==> src/rtl/mem_port_arbiter_pkg.sv <==
// Shared constants for the instruction/data memory port arbiter:
// one-hot FSM encodings, owner encoding and the default strobe width.
package mem_arb_pkg;

  localparam logic [4:0] ST_IDLE  = 5'b00001;
  localparam logic [4:0] ST_GNT_I = 5'b00010;
  localparam logic [4:0] ST_GNT_D = 5'b00100;
  localparam logic [4:0] ST_RSP_I = 5'b01000;
  localparam logic [4:0] ST_RSP_D = 5'b10000;

  localparam logic OWN_INST = 1'b0;
  localparam logic OWN_DATA = 1'b1;

  localparam int unsigned DEF_DATA_WIDTH = 32;
  localparam int unsigned STRB_W         = DEF_DATA_WIDTH / 8;

endpackage

==> src/rtl/mem_port_arbiter_grant_sel.sv <==
// Combinational grant picker for the memory port arbiter.
// Default: fixed priority, data over instruction fetch.
// MEM_ARB_ROUND_ROBIN_EN: on contention the requester that did not own
// the port last goes first.
module arb_grant_sel
  import mem_arb_pkg::*;
(
  input  logic req_i,
  input  logic req_d,
  input  logic last_owner,
  output logic gnt_i,
  output logic gnt_d
);

`ifdef MEM_ARB_ROUND_ROBIN_EN
  // Alternate owners when both sides request in the same cycle
  always_comb begin
    gnt_i = 1'b0;
    gnt_d = 1'b0;
    if (req_i && req_d) begin
      gnt_i = (last_owner == OWN_DATA);
      gnt_d = (last_owner == OWN_INST);
    end else begin
      gnt_i = req_i;
      gnt_d = req_d;
    end
  end
`else
  // last_owner is tracked by the top but has no effect on fixed priority
  logic unused_last_owner;
  assign unused_last_owner = last_owner;

  // Data channel always wins a tie
  always_comb begin
    gnt_d = req_d;
    gnt_i = req_i & ~req_d;
  end
`endif

endmodule

==> src/rtl/mem_port_arbiter.sv <==
// Shares one memory port between the CPU fetch and data channels with at
// most one transaction in flight; read responses are routed back to the
// requester that issued them. Stores complete on the request ack.
// Optional build macro: MEM_ARB_ROUND_ROBIN_EN (see arb_grant_sel).
module mem_port_arbiter
  import mem_arb_pkg::*;
#(
  parameter int unsigned ADDR_WIDTH = 32,
  parameter int unsigned DATA_WIDTH = 32
) (
  input  logic                    clk,
  input  logic                    rst,
  input  logic [ADDR_WIDTH-1:0]   inst_addr,
  input  logic                    inst_req_valid,
  output logic                    inst_req_ack,
  output logic [DATA_WIDTH-1:0]   inst_rdata,
  output logic                    inst_rvalid,
  input  logic                    inst_rack,
  input  logic [ADDR_WIDTH-1:0]   data_addr,
  input  logic                    data_read,
  input  logic                    data_write,
  input  logic [DATA_WIDTH-1:0]   data_wdata,
  input  logic [DATA_WIDTH/8-1:0] data_wstrb,
  output logic                    data_req_ack,
  output logic [DATA_WIDTH-1:0]   data_rdata,
  output logic                    data_rvalid,
  input  logic                    data_rack,
  output logic [ADDR_WIDTH-1:0]   mem_addr,
  output logic                    mem_read,
  output logic                    mem_write,
  output logic [DATA_WIDTH-1:0]   mem_wdata,
  output logic [DATA_WIDTH/8-1:0] mem_wstrb,
  input  logic                    mem_req_ack,
  input  logic [DATA_WIDTH-1:0]   mem_rdata,
  input  logic                    mem_rvalid,
  output logic                    mem_rack
);

  logic [4:0] state_q, state_d;
  logic       last_owner_q, last_owner_d;
  logic       data_req;
  logic       gnt_i, gnt_d;

  assign data_req = data_read | data_write;

  arb_grant_sel u_grant_sel (
    .req_i      (inst_req_valid),
    .req_d      (data_req),
    .last_owner (last_owner_q),
    .gnt_i      (gnt_i),
    .gnt_d      (gnt_d)
  );

  // Next-state and ownership: grant from IDLE, leave GNT on request ack,
  // leave RSP on the response handshake
  always_comb begin
    state_d      = state_q;
    last_owner_d = last_owner_q;
    case (state_q)
      ST_IDLE: begin
        if (gnt_d) begin
          state_d      = ST_GNT_D;
          last_owner_d = OWN_DATA;
        end else if (gnt_i) begin
          state_d      = ST_GNT_I;
          last_owner_d = OWN_INST;
        end
      end
      ST_GNT_I: if (mem_req_ack) state_d = ST_RSP_I;
      ST_GNT_D: if (mem_req_ack) state_d = data_write ? ST_IDLE : ST_RSP_D;
      ST_RSP_I: if (mem_rvalid && inst_rack) state_d = ST_IDLE;
      ST_RSP_D: if (mem_rvalid && data_rack) state_d = ST_IDLE;
      default:  state_d = ST_IDLE;
    endcase
  end

  // Datapath routing: nothing reaches either side unless the state owns it
  always_comb begin
    mem_addr     = '0;
    mem_read     = 1'b0;
    mem_write    = 1'b0;
    mem_wdata    = '0;
    mem_wstrb    = '0;
    mem_rack     = 1'b0;
    inst_req_ack = 1'b0;
    inst_rdata   = '0;
    inst_rvalid  = 1'b0;
    data_req_ack = 1'b0;
    data_rdata   = '0;
    data_rvalid  = 1'b0;
    case (state_q)
      ST_GNT_I: begin
        mem_addr     = inst_addr;
        mem_read     = 1'b1;
        inst_req_ack = mem_req_ack;
      end
      ST_GNT_D: begin
        // read+write together is a store
        mem_addr     = data_addr;
        mem_write    = data_write;
        mem_read     = data_read & ~data_write;
        mem_wdata    = data_wdata;
        mem_wstrb    = data_wstrb;
        data_req_ack = mem_req_ack;
      end
      ST_RSP_I: begin
        inst_rdata  = mem_rdata;
        inst_rvalid = mem_rvalid;
        mem_rack    = inst_rack;
      end
      ST_RSP_D: begin
        data_rdata  = mem_rdata;
        data_rvalid = mem_rvalid;
        mem_rack    = data_rack;
      end
      default: ;
    endcase
  end

  // State and ownership registers
  always_ff @(posedge clk) begin
    if (rst) begin
      state_q      <= ST_IDLE;
      last_owner_q <= OWN_INST;
    end else begin
      state_q      <= state_d;
      last_owner_q <= last_owner_d;
    end
  end

endmodule

==> config.mk <==
export PLATFORM = sky130hd
export DESIGN_NAME = mem_port_arbiter
export DESIGN_NICKNAME = d
export VERILOG_FILES = /design/src/rtl/mem_port_arbiter_pkg.sv /design/src/rtl/mem_port_arbiter_grant_sel.sv /design/src/rtl/mem_port_arbiter.sv
export SDC_FILE = /design/constraint.sdc
export NUM_CORES = 1
export LEC_CHECK = 0
export ABC_AREA = 1
export BUFFER_PORTS_ARGS = -buffer_cell sky130_fd_sc_hd__clkbuf_2
export CORE_AREA = 2 2 107 109
export DETAILED_ROUTE_END_ITERATION = 12
export DIE_AREA = 0 0 109 111
export GPL_TIMING_DRIVEN = 0
export RECOVER_POWER = 50
export SLEW_MARGIN = 5
export SYNTH_ARGS = -nofsm -noshare
export SYNTH_HDL_FRONTEND = slang
export SYNTH_HIERARCHICAL = 1
export SYNTH_SLANG_ARGS = --single-unit
==> constraint.sdc <==
create_clock -name clk -period 1.65 [get_ports clk]
set_input_delay 0.33 -clock clk [delete_from_list [all_inputs] [get_ports clk]]
set_output_delay 0.33 -clock clk [all_outputs]
set_load 0.02 [all_outputs]
Word-level counts from Yosys, hierarchy flattened
Index checks and enable logic that the tools add are counted.
- mux-type cells: 20
- equality and inequality tests: 10
- reductions and logical operators: 3
- bitwise gates (word level): 5
- operators with widths (cell ; number):
    2-to-1 mux 32 bit ; 3
    one-hot mux 32 bit (2 select lines) ; 1
    2-to-1 mux 5 bit ; 7
    one-hot mux 5 bit (5 select lines) ; 1
    != test 2 bit, second input constant ; 4
    == test 5 x 1 -> 1 bit, second input constant ; 1
    == test 5 x 2 -> 1 bit, second input constant ; 1
    == test 5 x 3 -> 1 bit, second input constant ; 1
    == test 5 x 4 -> 1 bit, second input constant ; 1
    == test 5 bit, second input constant ; 1
    2-to-1 mux 1 bit ; 5
    AND reduction 5 bit ; 1
    2-to-1 mux 4 bit ; 1
    one-hot mux 1 bit (2 select lines) ; 2
    != test 3 x 2 -> 1 bit, second input constant ; 1
    AND 1 bit ; 2
    logical AND 1 bit ; 2
    NOT 1 bit ; 2
    OR 1 bit ; 1
- flip-flop bits (word level): 5
- word-level logic and storage cells: 39
- output and inout port bits: 139
- input port bits: 141

Longest topological paths before layout
- word-level depth: 6
- mapped depth: 8
- mapped depth without buffers: 8

By module
Netlist, hierarchy kept.
- modules (own cells, without submodules) (module ; times used ; area an instance (µm²) ; seq. area each (µm²) ; cells an instance):
    mem_port_arbiter ; 1 ; 1445.1 ; 120.1 ; 280
    arb_grant_sel ; 1 ; 17.5 ; 0.0 ; 3

Worst setup path before layout
No wires, ideal clock.
- kind: register to output
- from: reg state_q[1]
- to: out mem_wdata[12]
- buffers on the path: 2
- arrival time: 1.220 ns
- required time: 1.320 ns
- stages on the path, launching flop included: 6
- setup slack: 0.100 ns
- cell sequence: dfxtp_1 > nor2_4 > nand4_4 > buf_6 > buf_4 > nor2_1
- longest elaborated chain between the ends: 2
- ends and longest elaborated chain (item ; line ; text):
    from (decl) ; mem_port_arbiter.sv:39 ; logic [4:0] state_q, state_d;
    from (signal assigned) ; mem_port_arbiter.sv:126 ; state_q <= state_d;
    == test 5 x 3 -> 1 bit ; mem_port_arbiter.sv:91 ; case (state_q)
    2-to-1 mux 32 bit ; mem_port_arbiter.sv:91 ;
    to (decl) ; mem_port_arbiter.sv:31 ; output logic [DATA_WIDTH-1:0] mem_wdata,
No other way between the ends.

Final worst setup path
- from: reg state_q[2]
- to: out inst_rdata[4]
- longest elaborated chain between the ends: 2
- ends and longest elaborated chain (item ; line ; text):
    == test 5 x 4 -> 1 bit ; mem_port_arbiter.sv:91 ;
    2-to-1 mux 32 bit ; mem_port_arbiter.sv:91 ;
    to (decl) ; mem_port_arbiter.sv:16 ; output logic [DATA_WIDTH-1:0] inst_rdata,
No other way between the ends.

==> results by group <==
Pwr
  • Pleak: 2.58 nW
  • Maximum VDD drop: around 0.00019 V
  • P per Cell Area: 388 nW/um^2

GRT
  • Number of global-route vias before repair: 2818
  • Number of antenna violations at the first check in global routing: 0
  • First-pass GRT wire length: about 13000 microns
  • Remaining Overflow, GRT: 0
  • Gr usage total: between 10% and 20%
  • Largest net degree at the start of global routing: 11

Yosys
  • Avg Cell Area, Syn: 5.12 sq um
  • Synth Instances: between 200 and 300
  • Ys Warns: 6
  • Synthesized area: approximately 1400 sq um
  • Synthesized Nets: between 400 and 500

Worst setup path
  • CP max stage cell: dfxtp_2
  • Critical path, cell by cell: nor2_2, nand3_2, buf_2, nor2_1, clkbuf_2
  • RR Startpoint: state_q[2]
  • Setup crit start: state_q[2]
  • Crit Path Class: register to primary output
  • CP Launch Type: register
  • Critical path arrival: 1570 ps
  • Crit-path max FO: 10
  • Worst Setup End Kind: primary output
  • Reg2Reg Setup Slack: 320 ps
  • Buffers & Inverters on Critical Path: 2
  • Crit Reg-Reg Endpoint: state_q[4]
  • Worst EP required: 1320 ps
  • CP top delay family: simple AND/OR/NAND/NOR gates
  • Reg2reg path depth: 7
  • Slowest stage delay, CP: 340 ps

Cells and area
  • Max reg flops: 5
  • NumNets Final: around 730
  • Design Area, Final: 4560 sq um
  • Core Util, Final: 41.1%
  • Layout cells sized above 1: 67.4%
  • Ant. Diodes: 0
  • Most common cell after layout, fill and taps aside: clkbuf_2
  • Most frequent cells in the layout: clkbuf_2 (184), inv_1 (77), nor2_1 (59)
  • Synth-to-layout area growth: 218%
  • Largest regs: state_q (5)
  • Layout Cells excl Fill: ~730
  • Register with the most flip-flops: state_q

Status
  • Failing checks: setup timing
  • Status: finished with violations

Floorplanning
  • Initial Utilization: 12.9%
  • Area of the die: 12100 sq um
  • Die Y: 111 microns
  • FP Rows: 39
  • Area of the core: 11100 sq um
  • Die Width: 109 microns
  • Top Ports: 280

Timing
  • Fin crit period: roughly 1900 ps
  • Slew headroom: 82.9%
  • RSZ-0062 raised after global routing: true
  • Final Max Slew Viols: 0
  • Hold WS: 324 ps
  • Tightest Pin Transition: 257 ps
  • Setup Skew: 2.03 ps
  • Fin crit share: 115%
  • Final Setup Violations: 135
  • Final Worst Setup Slack: -248 ps
  • Final hold vios: 0
  • FMAX: 527 MHz

Routing
  • Vias/cell: a little over 4
  • WL final: around 9500 microns
  • DRT antenna net count: 0
  • Routed vias: 2943
  • Post-DR wirelength/cell: 12.9 microns
  • Drt pass-1 iters: 4
  • DRC: 0
  • Initial DRC Count: 100

Placement
  • Setup WS pre-CTS: -219 ps
  • Routability cong.: 0.782
  • Dpl cells: 702
  • Port bufs: 279
  • Post-Place Cell Area: 3010 sq um
  • Post-DP HPWL: 6990 microns

Clock tree
  • CTS tree: built
  • CTS Sinks: 5
  • Root Buffer: clkbuf_16
  • Max Root-Sink Buffers: 2
  • Clock latency on the worst-skew pair: 240 ps
  • Worst-path clk slew: 30 ps
  • Hold_buf cts: 0
  • CTS buffer count: 3
  • H-tree Lvls: 1

Job
  • Max Cap Viol: 0

Worst hold path
  • Hold Path Class: input port to register
  • Worst hold stages: 2
  • Hold path endpoint: state_q[1]
  • Hold Crit Start: rst
routing by layer:
layer	GRT usage, %	wire [microns]	up-vias
li1	-	-	1456
met4	3.16	139	0
met1	11.4	2890	1288
met5	0	0	-
met3	1.59	819	11
met2	30.0	5620	188
worst max-delay path by stage:
stage / to / slack (ps) / cells after the start
after detailed placement: data_rdata[3] / -220 / 5
after CTS: mem_addr[0] / -260 / 6
after global placement: data_rdata[3] / -210 / 5
after global routing: mem_addr[0] / -270 / 6
final: inst_rdata[4] / -250 / 5
after floorplan: mem_wdata[12] / 100 / 5
what timing repair did:
action | in CTS | in global routing
setup buffers | 19 | 4
pin swaps | 9 | 11
cloned | 2 | 2
endpoints found under the setup margin | 138 | 139
gates resized for setup | 223 | 158
report_power, final:
group / switching (mW) / internal, mW
Clock: 0.0914 / 0.321
Combinational: 0.599 / 0.601
Sequential: 0.0187 / 0.137
cell type report:
class / instances / area (sq um)
Timing Repair Buffer: 306 / 2370
Sequential cell: 5 / 114
Fill cell: 1099 / 6520
Inverter: 81 / 312
Multi-Input combinational cell: 177 / 1310
Buffer: 16 / 191
Tap cell: 143 / 179
Clock buffer: 4 / 78.8
stage by stage:
stage          total power, mW  TNS, ps
2_1_floorplan            0.613        0
3_3_place_gp             0.943    -6820
3_5_place_dp             0.947    -7750
4_1_cts                   1.63   -26470
5_1_grt                   1.86   -27350
6_report                  1.77   -18580
Power figures use the tool's default switching activity.
